[config.mk]
export PLATFORM = sky130hd
export DESIGN_NAME = pc_gen
export DESIGN_NICKNAME = d
export VERILOG_FILES = /design/src/rtl/pc_gen_pkg.sv /design/src/rtl/pc_gen_ras.sv /design/src/rtl/pc_gen.sv
export SDC_FILE = /design/constraint.sdc
export NUM_CORES = 1
export LEC_CHECK = 0
export ABC_CLOCK_PERIOD_IN_PS = 5700
export CORE_UTILIZATION = 40
export DETAILED_ROUTE_END_ITERATION = 10
export PLACE_DENSITY_LB_ADDON = 0.1
export SYNTH_ARGS = -nofsm -noshare
export SYNTH_HDL_FRONTEND = slang
export SYNTH_SLANG_ARGS = --single-unit
[constraint.sdc]
create_clock -name clk -period 5.7 [get_ports clk]
set_input_delay 0.57 -clock clk [delete_from_list [all_inputs] [get_ports clk]]
set_output_delay 0.57 -clock clk [all_outputs]
set_load 0.01 [all_outputs]
[src/rtl/pc_gen_pkg.sv]
// Shared types and constants for the fetch-PC generator.
// Imported by pc_gen and pc_gen_ras.
package pc_gen_pkg;

  typedef enum logic {
    BOOT,
    RUN
  } state_t;

  typedef enum logic [2:0] {
    SRC_TRAP,
    SRC_BR,
    SRC_RAS,
    SRC_HOLD,
    SRC_SEQ
  } pc_src_t;

  localparam int PC_INC = 4;

endpackage

[src/rtl/pc_gen_ras.sv]
// Circular return-address stack: push/pop/replace-top, overwrite oldest when full.
// Top entry is readable combinationally; clear empties the stack without touching storage.
module pc_gen_ras
  import pc_gen_pkg::*;
#(
  parameter int XLEN  = 32,
  parameter int DEPTH = 4
) (
  input  logic            clk,
  input  logic            rst,
  input  logic            clear,
  input  logic            push,
  input  logic            pop,
  input  logic [XLEN-1:0] push_addr,
  output logic [XLEN-1:0] top,
  output logic            empty,
  output logic            full
);

  localparam int PW = $clog2(DEPTH);

  logic [XLEN-1:0] mem [DEPTH];
  logic [PW-1:0]   top_ptr;
  logic [PW:0]     count;
  logic            do_pop;

  assign empty  = (count == '0);
  assign full   = (count == (PW+1)'(DEPTH));
  assign top    = mem[top_ptr];
  assign do_pop = pop && !empty;

  // Pointer always advances on push, so a full stack silently drops its oldest entry.
  always_ff @(posedge clk or posedge rst) begin
    if (rst) begin
      top_ptr <= '0;
      count   <= '0;
    end else if (clear) begin
      count <= '0;
    end else if (push && do_pop) begin
      count <= count;
    end else if (push) begin
      top_ptr <= top_ptr + PW'(1);
      if (!full) count <= count + (PW+1)'(1);
    end else if (do_pop) begin
      top_ptr <= top_ptr - PW'(1);
      count   <= count - (PW+1)'(1);
    end
  end

  always_ff @(posedge clk) begin
    if (!clear) begin
      if (push && do_pop) mem[top_ptr] <= push_addr;
      else if (push)      mem[top_ptr + PW'(1)] <= push_addr;
    end
  end

endmodule

[src/rtl/pc_gen.sv]
// Fetch-PC generator: BOOT/RUN FSM, trap > branch > RAS pop > stall > +4 selection.
// Return-address stack present only when PC_GEN_RAS_EN is defined.
module pc_gen
  import pc_gen_pkg::*;
#(
  parameter int              XLEN      = 32,
  parameter logic [XLEN-1:0] RESET_VEC = 32'h0000_0000,
  parameter int              RAS_DEPTH = 4
) (
  input  logic            clk,
  input  logic            rst,
  input  logic            stall_i,
  input  logic            trap_valid_i,
  input  logic [XLEN-1:0] trap_pc_i,
  input  logic            br_valid_i,
  input  logic [XLEN-1:0] br_target_i,
  input  logic            ras_push_i,
  input  logic [XLEN-1:0] ras_push_addr_i,
  input  logic            ras_pop_i,
  output logic [XLEN-1:0] pc_o,
  output logic            pc_valid_o,
  output logic            redirect_o,
  output logic            ras_empty_o,
  output logic            ras_full_o,
  output logic            ras_underflow_o
);

`ifdef PC_GEN_RAS_EN
  localparam bit RAS_ON = 1'b1;
`else
  localparam bit RAS_ON = 1'b0;
`endif

  state_t          state;
  pc_src_t         src;
  logic [XLEN-1:0] pc_next;
  logic [XLEN-1:0] ras_top;
  logic            ras_empty;
  logic            ras_full;
  logic            honour;

  function automatic logic [XLEN-1:0] align(input logic [XLEN-1:0] a);
    return a & ~XLEN'(3);
  endfunction

  // Stack requests only count on an unstalled cycle with no redirect.
  assign honour = (state == RUN) && !stall_i && !trap_valid_i && !br_valid_i;

`ifdef PC_GEN_RAS_EN
  pc_gen_ras #(
    .XLEN  (XLEN),
    .DEPTH (RAS_DEPTH)
  ) u_ras (
    .clk       (clk),
    .rst       (rst),
    .clear     ((state == RUN) && trap_valid_i),
    .push      (honour && ras_push_i),
    .pop       (honour && ras_pop_i),
    .push_addr (ras_push_addr_i),
    .top       (ras_top),
    .empty     (ras_empty),
    .full      (ras_full)
  );
`else
  assign ras_top   = '0;
  assign ras_empty = 1'b1;
  assign ras_full  = 1'b0;
  wire unused_ras = ^{ras_push_i, ras_push_addr_i};
`endif

  assign ras_empty_o = ras_empty;
  assign ras_full_o  = ras_full;

  always_comb begin
    src = SRC_SEQ;
    if (trap_valid_i)                     src = SRC_TRAP;
    else if (br_valid_i)                  src = SRC_BR;
    else if (RAS_ON && honour && ras_pop_i) src = SRC_RAS;
    else if (stall_i)                     src = SRC_HOLD;
  end

  always_comb begin
    pc_next = pc_o + XLEN'(PC_INC);
    case (src)
      SRC_TRAP: pc_next = align(trap_pc_i);
      SRC_BR:   pc_next = align(br_target_i);
      SRC_RAS:  pc_next = ras_empty ? pc_o + XLEN'(PC_INC) : align(ras_top);
      SRC_HOLD: pc_next = pc_o;
      default:  pc_next = pc_o + XLEN'(PC_INC);
    endcase
  end

  always_ff @(posedge clk or posedge rst) begin
    if (rst) begin
      state           <= BOOT;
      pc_o            <= RESET_VEC;
      pc_valid_o      <= 1'b0;
      redirect_o      <= 1'b0;
      ras_underflow_o <= 1'b0;
    end else begin
      case (state)
        BOOT: begin
          state           <= RUN;
          pc_o            <= RESET_VEC;
          pc_valid_o      <= 1'b1;
          redirect_o      <= 1'b0;
          ras_underflow_o <= 1'b0;
        end
        default: begin
          state           <= RUN;
          pc_o            <= pc_next;
          pc_valid_o      <= 1'b1;
          redirect_o      <= (src == SRC_TRAP) || (src == SRC_BR);
          ras_underflow_o <= (src == SRC_RAS) && ras_empty;
        end
      endcase
    end
  end

endmodule

==> impl_metrics.json, run 1 <==
{
  "status": "finished clean",
  "drt_first_iter_violations": 174,
  "p_int_uw": 457,
  "start_kind": "input port",
  "cts_resized": 0,
  "worstReg2RegStart": "pc_o[2]",
  "grt_first_pass_wirelength_um": 12200,
  "pwr-share-clk_pct": 26.8,
  "power.switching_uw": 211,
  "crit_start": "trap_valid_i",
  "whs_path_depth": 1,
  "synth-main-ff-cell": "dfrtp_1",
  "cp_max_fo": 26,
  "antenna_found_initial": 0,
  "grt_max_degree": 34,
  "cts_buffer_depth": 2,
  "synth-simple-area-share_pct": 22.1,
  "rows": 27,
  "critPathArrivalTime_ns": 3.09,
  "fin_cells": 455,
  "die_y_um": 79.1,
  "root_buffer": "clkbuf_8",
  "min_period_ns": 2.90,
  "ys_seq_area_share_pct": 34.8,
  "ys_top_cells_by_area": "dfrtp_1 35%, o21ai_0 7.2%, a21oi_1 5.3%, o2bb2ai_1 5.2%, o221ai_1 4.1%",
  "synthAdderAreaFrac_pct": 0.527,
  "max_freq_ghz": 0.345,
  "fp.dieW_um": 79.1,
  "fin_worst_skew_ns": 0.00730,
  "required_ns": 5.89,
  "synth_top_family_by_area": "compound AO/OA/AOI/OAI gates",
  "holdBufCountCts": 0,
  "ant_nets": 0,
  "viasPerCell": 5.97,
  "dp_hpwl_um": 5340,
  "yosysMostFrequentCell": "o21ai_0",
  "ioPinCount": 140,
  "post_cts_buffers": 0,
  "hp-start": "pc_o[22]",
  "yosys.area.top_type": "dfrtp_1",
  "synthMuxAreaShare_pct": 1.26,
  "nets": 486,
  "synth_xor_area_share_pct": 0.369,
  "synth_warnings": 0,
  "powerDensity_mw_per_mm2": 196,
  "worst_slack_ns": 2.80,
  "grt_usage_pct": 25.0,
  "hold_ws_ns": 0.548,
  "synth-seq-cells": 33,
  "synth_edf_count": 0,
  "clock_latency_ns": 0.29,
  "globalplace.congestion": 0.811,
  "async_reset_ff_share_pct": 100,
  "setup_viol": 0,
  "final_hold_viol_count": 0,
  "reg2regPathDepth": 6,
  "n_antenna_cell": 0,
  "grt_overflow_total": 0,
  "drc_errors": 0,
  "p_comb_share_pct": 29.4,
  "worst_pin_slew_ns": 1.04,
  "leakagePower_uw": 0.00128,
  "netlist_area_mm2": 0.00238,
  "tritoncts": "built",
  "p_sw_share_pct": 31.6,
  "pre_cts_ws_ns": 2.54,
  "vias": 2716,
  "drt-total-wl_um": 7570,
  "timing.final.crit_share_pct": 50.9,
  "cap_violations": 0,
  "dieArea_mm2": 0.00625,
  "netlist_top_cells_count": "34 x o21ai_0, 33 x dfrtp_1, 25 x a21oi_1",
  "syn_to_final_growth_pct": 43.7,
  "relSlewSlack_pct": 30.3,
  "drtPass1Iterations": 4,
  "p_seq_share_pct": 43.8,
  "ir_drop_mv": 0.107,
  "ys_types": 50,
  "clk_pin_slew_ns": 0.07,
  "clock-sinks": 33,
  "drive_above_1_share_pct": 2.87,
  "end_kind": "register",
  "place_inst": 447,
  "synth_compound_area_share_pct": 32.8,
  "routedWlPerCell_um": 16.6,
  "cts_made_buffers": 5,
  "grt_pass1_vias": 2478,
  "finalMaxSlewViolations": 0,
  "rsz0062_at_grt": "no",
  "numPortBuffers": 97,
  "synth_top_area_share_pct": 34.8,
  "initial_utilization_pct": 42.4,
  "syn_inst": 296,
  "htree_levels": 2,
  "fp.coreArea_mm2": 0.00561,
  "hp-class": "register to register",
  "syn_avg_cell_area_um2": 8.03,
  "fin_tns_setup_ns": 0,
  "worstSetupPathType": "input port to register"
}
[power groups by stage]
stage	Clock (µW)	Sequential, µW	Combinational (µW)
CTS	181	292	197
global placement	0	295	193
detailed placement	0	296	197
global route	188	297	215
finish	179	292	196
floorplan	0	298	82.1
[area by class of cell]
type,count,area (µm²)
Sequential cell,33,826
Multi-Input combinational cell,228,1380
Timing Repair Buffer,98,978
Clock buffer,8,80.1
Tap cell,72,90.1
Fill cell,530,2190
Inverter,16,60.1
[logic make-up after synthesis]
group           count (synthesis)
compound gates                120
simple gates                   97
buf+inv                        39
flops                          33
mux                             3
other cells                     2
fa+ha+maj                       1
xor+xnor                        1
[metal layers]
layer | vias up | part of all wire (%) | wire length (µm) | track usage [%]
met5 | - | 0 | 0 | 0
li1 | 1291 | - | - | -
met4 | 0 | 1.7 | 128 | 11.6
met2 | 96 | 48 | 3670 | 40.3
met1 | 1318 | 44 | 3360 | 33.0
met3 | 11 | 5.4 | 409 | 3.22
[cell usage in the layout, fill, tap and decap left out, drive strengths merged, types with 8 or more instances in the layout]
cell type and instances:
dfrtp 33, clkdlybuf4s50 97, nor4 10, nor3 9
o22ai 12, nand3 12, clkbuf 8, nand2 16
nor2 18, o21ai 34, o2bb2ai 14, a21oi 25
inv 15, o221ai 11
[worst paths after layout]
kind                                  to  slack (ns)
min in group asynchronous       pc_o[12]        0.68
worst min register to register  pc_o[22]        0.55
worst max register to register  pc_o[30]        3.45
worst max-delay path            pc_o[25]        2.80
max in group asynchronous       pc_o[22]        4.70
worst min-delay path            pc_o[22]        0.55
[critical path, cell delays in order]
cell and delay [ns]:
clkdlybuf4s50_1 0.79, clkinv_1 0.81, o221ai_1 0.58, o21ai_0 0.13
a21o_1 0.20
[sequential cells by signal, indices dropped and copies added, names as in the netlist]
signal	cells
pc_o	30
ras_underflow_o	1
redirect_o	1
state	1
[metrics by stage]
stage	util (%)	area, µm²	total power [µW]
after floorplan	-	2390	380
after global placement	59.4	3330	489
after detailed placement	59.4	3330	493
after CTS	60.9	3410	670
after global routing	60.9	3410	700
final	60.9	3410	668
No activity file was read; power rests on OpenSTA's default activity.
==> run 2, diff against run 1 <==
- ABC_CLOCK_PERIOD_IN_PS: 5700 -> 2800
- CORE_UTILIZATION: 40 -> 38
- clock period: 5.7 -> 2.8 ns (I/O delays scaled with it)
==> run 2 against run 1 <==
Sequential cell count unchanged. Final cell count increased by 3.3%. First-iteration DRC count increased by 6.9%. Core utilization decreased by 2.0 points. Critical path depth unchanged. Worst hold slack got worse by 0.17 ns. Sequential power increased by 100%. Die area increased by 5.1%. Critical endpoint is now pc_o[31]. Largest power group unchanged.
==> impl_metrics.json, run 2 (synthesized netlist as in run 1, its figures left out) <==
{
  "n_antenna_cell": 0,
  "drt-total-wl_um": 7620,
  "largest_reg_flops": 30,
  "rsz0062_at_grt": "no",
  "worst_pin_slew_ns": 0.563,
  "regMostFlops": "pc_o",
  "status": "finished clean",
  "cts_made_buffers": 5,
  "final_common_cell": "clkdlybuf4s50_1",
  "cap_violations": 0,
  "slowest_delay_ns": 0.57,
  "fp.coreArea_mm2": 0.00599,
  "crit_cells": 5,
  "leakagePower_uw": 0.00135,
  "max_freq_ghz": 0.474,
  "ant_nets": 0,
  "hp-class": "input port to async pin",
  "globalplace.congestion": 0.890,
  "vias": 2691,
  "clock-sinks": 33,
  "relSlewSlack_pct": 62.0,
  "regArea_um2": 826,
  "grt_pass1_vias": 2567,
  "setup_viol": 0,
  "start_kind": "register",
  "reg2regPathDepth": 5,
  "timing.final.crit_share_pct": 75.4,
  "worstReg2RegStart": "pc_o[9]",
  "min_period_ns": 2.11,
  "routedWlPerCell_um": 16.2,
  "worstSetupPathType": "register to register",
  "post_cts_buffers": 0,
  "drt_first_iter_violations": 186,
  "nets": 498,
  "antenna_found_initial": 0,
  "die_y_um": 81.1,
  "numPortBuffers": 97,
  "grt_max_degree": 34,
  "critPathArrivalTime_ns": 2.33,
  "final_hold_viol_count": 0,
  "fillers": 563,
  "ir_drop_mv": 0.213,
  "clock_latency_ns": 0.29,
  "dp_hpwl_um": 5650,
  "grt_first_pass_wirelength_um": 12400,
  "required_ns": 3.02,
  "initial_utilization_pct": 39.7,
  "htree_levels": 2,
  "worstPathCellList": "nand3_2, or3_4, or4b_1, o21ai_0, o2bb2ai_1",
  "clk_pin_slew_ns": 0.08,
  "end_kind": "register",
  "cts_resized": 0,
  "drc_errors": 0,
  "crit_family": "simple AND/OR/NAND/NOR gates",
  "cts_buffer_depth": 2,
  "tritoncts": "built",
  "hold_ws_ns": 0.383,
  "drtPass1Iterations": 4,
  "dieArea_mm2": 0.00657,
  "fin_worst_skew_ns": 0.00945,
  "fp.dieW_um": 81.1,
  "drive_above_1_share_pct": 6.58,
  "grt_overflow_total": 0,
  "fin_tns_setup_ns": 0,
  "finalMaxSlewViolations": 0,
  "layout_common_cells": "97 x clkdlybuf4s50_1, 34 x o21ai_0, 33 x dfrtp_1",
  "cpMaxStageDelayCell": "or4b_1",
  "crit_start": "pc_o[9]",
  "grt_usage_pct": 25.0,
  "path_buf_inv": 0,
  "root_buffer": "clkbuf_8",
  "multi_input_area_mm2": 0.00138,
  "ioPinCount": 140,
  "holdBufCountCts": 0,
  "powerDensity_mw_per_mm2": 400,
  "syn_to_final_growth_pct": 48.5,
  "rows": 28,
  "viasPerCell": 5.73,
  "cp_max_fo": 11
}
[run 2: stage by stage]
step	total power, µW	cell area [µm²]	cells	setup slack (ns)	util (%)
after global placement	1010	3430	462	0.540	57.2
after floorplan	774	2390	300	0.884	-
after detailed placement	1010	3430	462	0.528	57.2
after CTS	1430	3530	470	0.719	58.9
after global routing	1500	3530	470	0.580	58.9
final	1410	3530	470	0.689	58.9
[run 2: area by class of cell]
type | count | share of cell area (%)
Clock inverter | 1 | 0.142
Tap cell | 75 | 2.66
Clock buffer | 7 | 2.73
Sequential cell | 33 | 23.4
Inverter | 16 | 1.70
Timing Repair Buffer | 110 | 30.3
Multi-Input combinational cell | 228 | 39.1
[run 2: path summary, 6_finish.rpt]
check / endpoint / slack [ns]
min in group clk: pc_o[22] / 0.54
worst min register to register: pc_o[22] / 0.54
worst max register to register: pc_o[31] / 0.69
worst max-delay path: pc_o[31] / 0.69
worst min-delay path: pc_o[11] / 0.38
max in group asynchronous: pc_o[28] / 2.09
[run 2: report_power, final]
group / switching, µW / internal [µW]
logic: 173 / 238
clock network: 184 / 222
registers: 70.2 / 524
total: 427 / 984
[run 2: per-layer routing]
metal / up-vias / GRT usage (%) / wire length, µm
met3: 10 / 5.06 / 522
met2: 99 / 39.3 / 3590
li1: 1309 / - / -
met4: 0 / 9.46 / 95
met5: - / 0 / 0
met1: 1273 / 33.7 / 3410
[run 2: worst register-to-register path, stage by stage, from the launching register on]
cell and delay [ns]:
dfrtp_1 0.51, nand3_2 0.19, or3_4 0.47, or4b_1 0.57
o21ai_0 0.16, o2bb2ai_1 0.13
==> run 3, diff against run 2 <==
- ABC_CLOCK_PERIOD_IN_PS: 2800 -> 1850
- CORE_UTILIZATION: 38 -> 35
- clock period: 2.8 -> 1.85 ns (I/O delays scaled with it)
==> run 3 against run 2 <==
The flow now finishes with violations (design-rule violations, negative setup slack). Clock skew fell by 0.0020 ns. Sequential share of layout area fell by 2.7 points. Maximum frequency rose by 13%. Wire length rose by 9.4%. Critical path depth rose by 1. Sequential cell count did not move. Register-to-register slack got worse by 0.71 ns. Setup slack got worse by 0.71 ns. Critical endpoint is now pc_o[23]. Critical path type unchanged. Total power rose by 57%. Die area rose by 8.4%.
==> impl_metrics.json, run 3 (synthesized netlist as in run 1, its figures left out) <==
{
  "fin_cells": 517,
  "pwr-share-clk_pct": 25.6,
  "fp.coreArea_mm2": 0.00646,
  "grt_pass1_vias": 2862,
  "worst_slack_ns": -0.0203,
  "antenna_found_initial": 0,
  "initial_utilization_pct": 36.8,
  "grt_max_degree": 34,
  "fin_area_mm2": 0.00401,
  "required_ns": 2.01,
  "routedWlPerCell_um": 16.1,
  "end_kind": "register",
  "grt_first_pass_wirelength_um": 13900,
  "drc_errors": 5,
  "globalplace.congestion": 0.884,
  "multi_input_area_mm2": 0.00150,
  "dieArea_mm2": 0.00712,
  "rr_endpoint": "pc_o[23]",
  "r2r_slack_ns": -0.02,
  "cts_buffer_depth": 2,
  "setup_viol": 1,
  "worstReg2RegStart": "pc_o[14]",
  "numPortBuffers": 97,
  "hp-class": "input port to async pin",
  "cpMaxStageDelayCell": "or3_4",
  "cts_made_buffers": 5,
  "drtPass1Iterations": 7,
  "p_seq_share_pct": 38.3,
  "worstSetupPathType": "register to register",
  "timing.final.crit_share_pct": 101,
  "max_freq_ghz": 0.535,
  "clk_pin_slew_ns": 0.07,
  "clock-sinks": 33,
  "cp_max_fo": 5,
  "p_int_uw": 1550,
  "leakagePower_uw": 0.00164,
  "hold_ws_ns": 0.295,
  "slowest_delay_ns": 0.47,
  "p_comb_share_pct": 36.0,
  "finalMaxSlewViolations": 0,
  "dp_hpwl_um": 6400,
  "drt_first_iter_violations": 174,
  "critPathArrivalTime_ns": 2.03,
  "viasPerCell": 5.56,
  "regArea_um2": 831,
  "status": "finished, violations left",
  "placed_cell_area_mm2": 0.00381,
  "grt_overflow_total": 0,
  "ant_nets": 0,
  "layout_common_cells": "97 x clkdlybuf4s50_1, 55 x buf_4, 29 x o21ai_0, 29 x dfrtp_1, 23 x a21oi_1",
  "ir_drop_mv": 0.358,
  "final_hold_viol_count": 0,
  "worstPathCellList": "nand4_1, or3_4, nor4_2, buf_4, mux2i_1, nand2_1",
  "fillers": 608,
  "clock_latency_ns": 0.28,
  "die_y_um": 84.4,
  "fin_worst_skew_ns": 0.00747,
  "holdBufCountCts": 0,
  "grt_usage_pct": 24.4,
  "p_sw_share_pct": 30.0,
  "place_inst": 509,
  "powerDensity_mw_per_mm2": 553,
  "nets": 543,
  "final_common_cell": "clkdlybuf4s50_1",
  "syn_to_final_growth_pct": 68.7,
  "drt-total-wl_um": 8330,
  "violations": "design-rule violations, negative setup slack",
  "cap_violations": 0,
  "tritoncts": "built",
  "min_period_ns": 1.87,
  "regMostFlops": "pc_o",
  "start_kind": "register",
  "pre_cts_ws_ns": -0.246,
  "fp.dieW_um": 84.4,
  "vias": 2876,
  "drive_above_1_share_pct": 20.7,
  "reg2regPathDepth": 6,
  "ioPinCount": 140,
  "power.switching_uw": 665,
  "largest_reg_flops": 30,
  "rows": 29,
  "htree_levels": 2,
  "root_buffer": "clkbuf_8",
  "post_cts_buffers": 0,
  "rsz0062_at_grt": "yes",
  "n_antenna_cell": 0
}
==> run 3: changes by cell type in the layout (fill, tap and decap cells not counted), sizes merged <==
cell    before  now
buf         13   58
clkbuf       7    8
clkinv       2    1
==> run 3: metrics by stage <==
| step | util, % | TNS [ns] | total power [µW] |
|---|---|---|---|
| after floorplan | - | 0 | 1170 |
| after global placement | 59.0 | -2.26 | 1640 |
| after detailed placement | 59.0 | -3.08 | 1650 |
| after CTS | 61.0 | -0.0210 | 2220 |
| after global routing | 62.0 | -0.246 | 2330 |
| final | 62.0 | -0.0203 | 2220 |
==> run 3: power by group through the flow <==
stage	registers [µW]	logic (µW)	clock network (µW)
after detailed placement	863	788	0
after floorplan	921	253	0
after global placement	861	776	0
final	850	798	568
after global routing	859	869	606
after CTS	849	792	574
==> run 3: how the worst max path moves through the flow <==
stage	start	to	slack, ns	cells past startpoint
floorplan	pc_o[14]	pc_o[31]	0.01	5
global placement	stall_i	pc_o[25]	-0.19	6
detailed placement	stall_i	pc_o[25]	-0.25	6
CTS	pc_o[17]	pc_o[31]	-0.01	5
global route	pc_o[3]	pc_o[15]	-0.07	6
finish	pc_o[14]	pc_o[23]	-0.02	6
==> run 3: layout make-up <==
| cell class | instances | area share (%) |
|---|---|---|
| Tap cell | 77 | 2.40 |
| Inverter | 16 | 1.50 |
| Multi-Input combinational cell | 228 | 37.3 |
| Timing Repair Buffer | 155 | 35.8 |
| Clock buffer | 8 | 2.25 |
| Sequential cell | 33 | 20.7 |
==> run 3: per-layer routing <==
layer | vias up | track usage [%] | wire length (µm)
li1 | 1404 | - | -
met1 | 1378 | 31.3 | 3680
met2 | 90 | 42.8 | 4130
met3 | 4 | 4.03 | 473
met4 | 0 | 6.63 | 51
met5 | - | 0 | 0
==> run 3: what timing repair did <==
action | 4_1_cts | 5_1_grt
pin swaps | 0 | 5
gates resized for setup | 8 | 19
endpoints found under the setup margin | 5 | 12
==> run 3: worst max-delay path: cells and delay by family, from the launching register on <==
| family | cells | cell delay [ns] |
|---|---|---|
| flops | 1 | 0.36 |
| mux | 1 | 0.18 |
| buf+inv | 1 | 0.17 |
| simple gates | 4 | 1.05 |
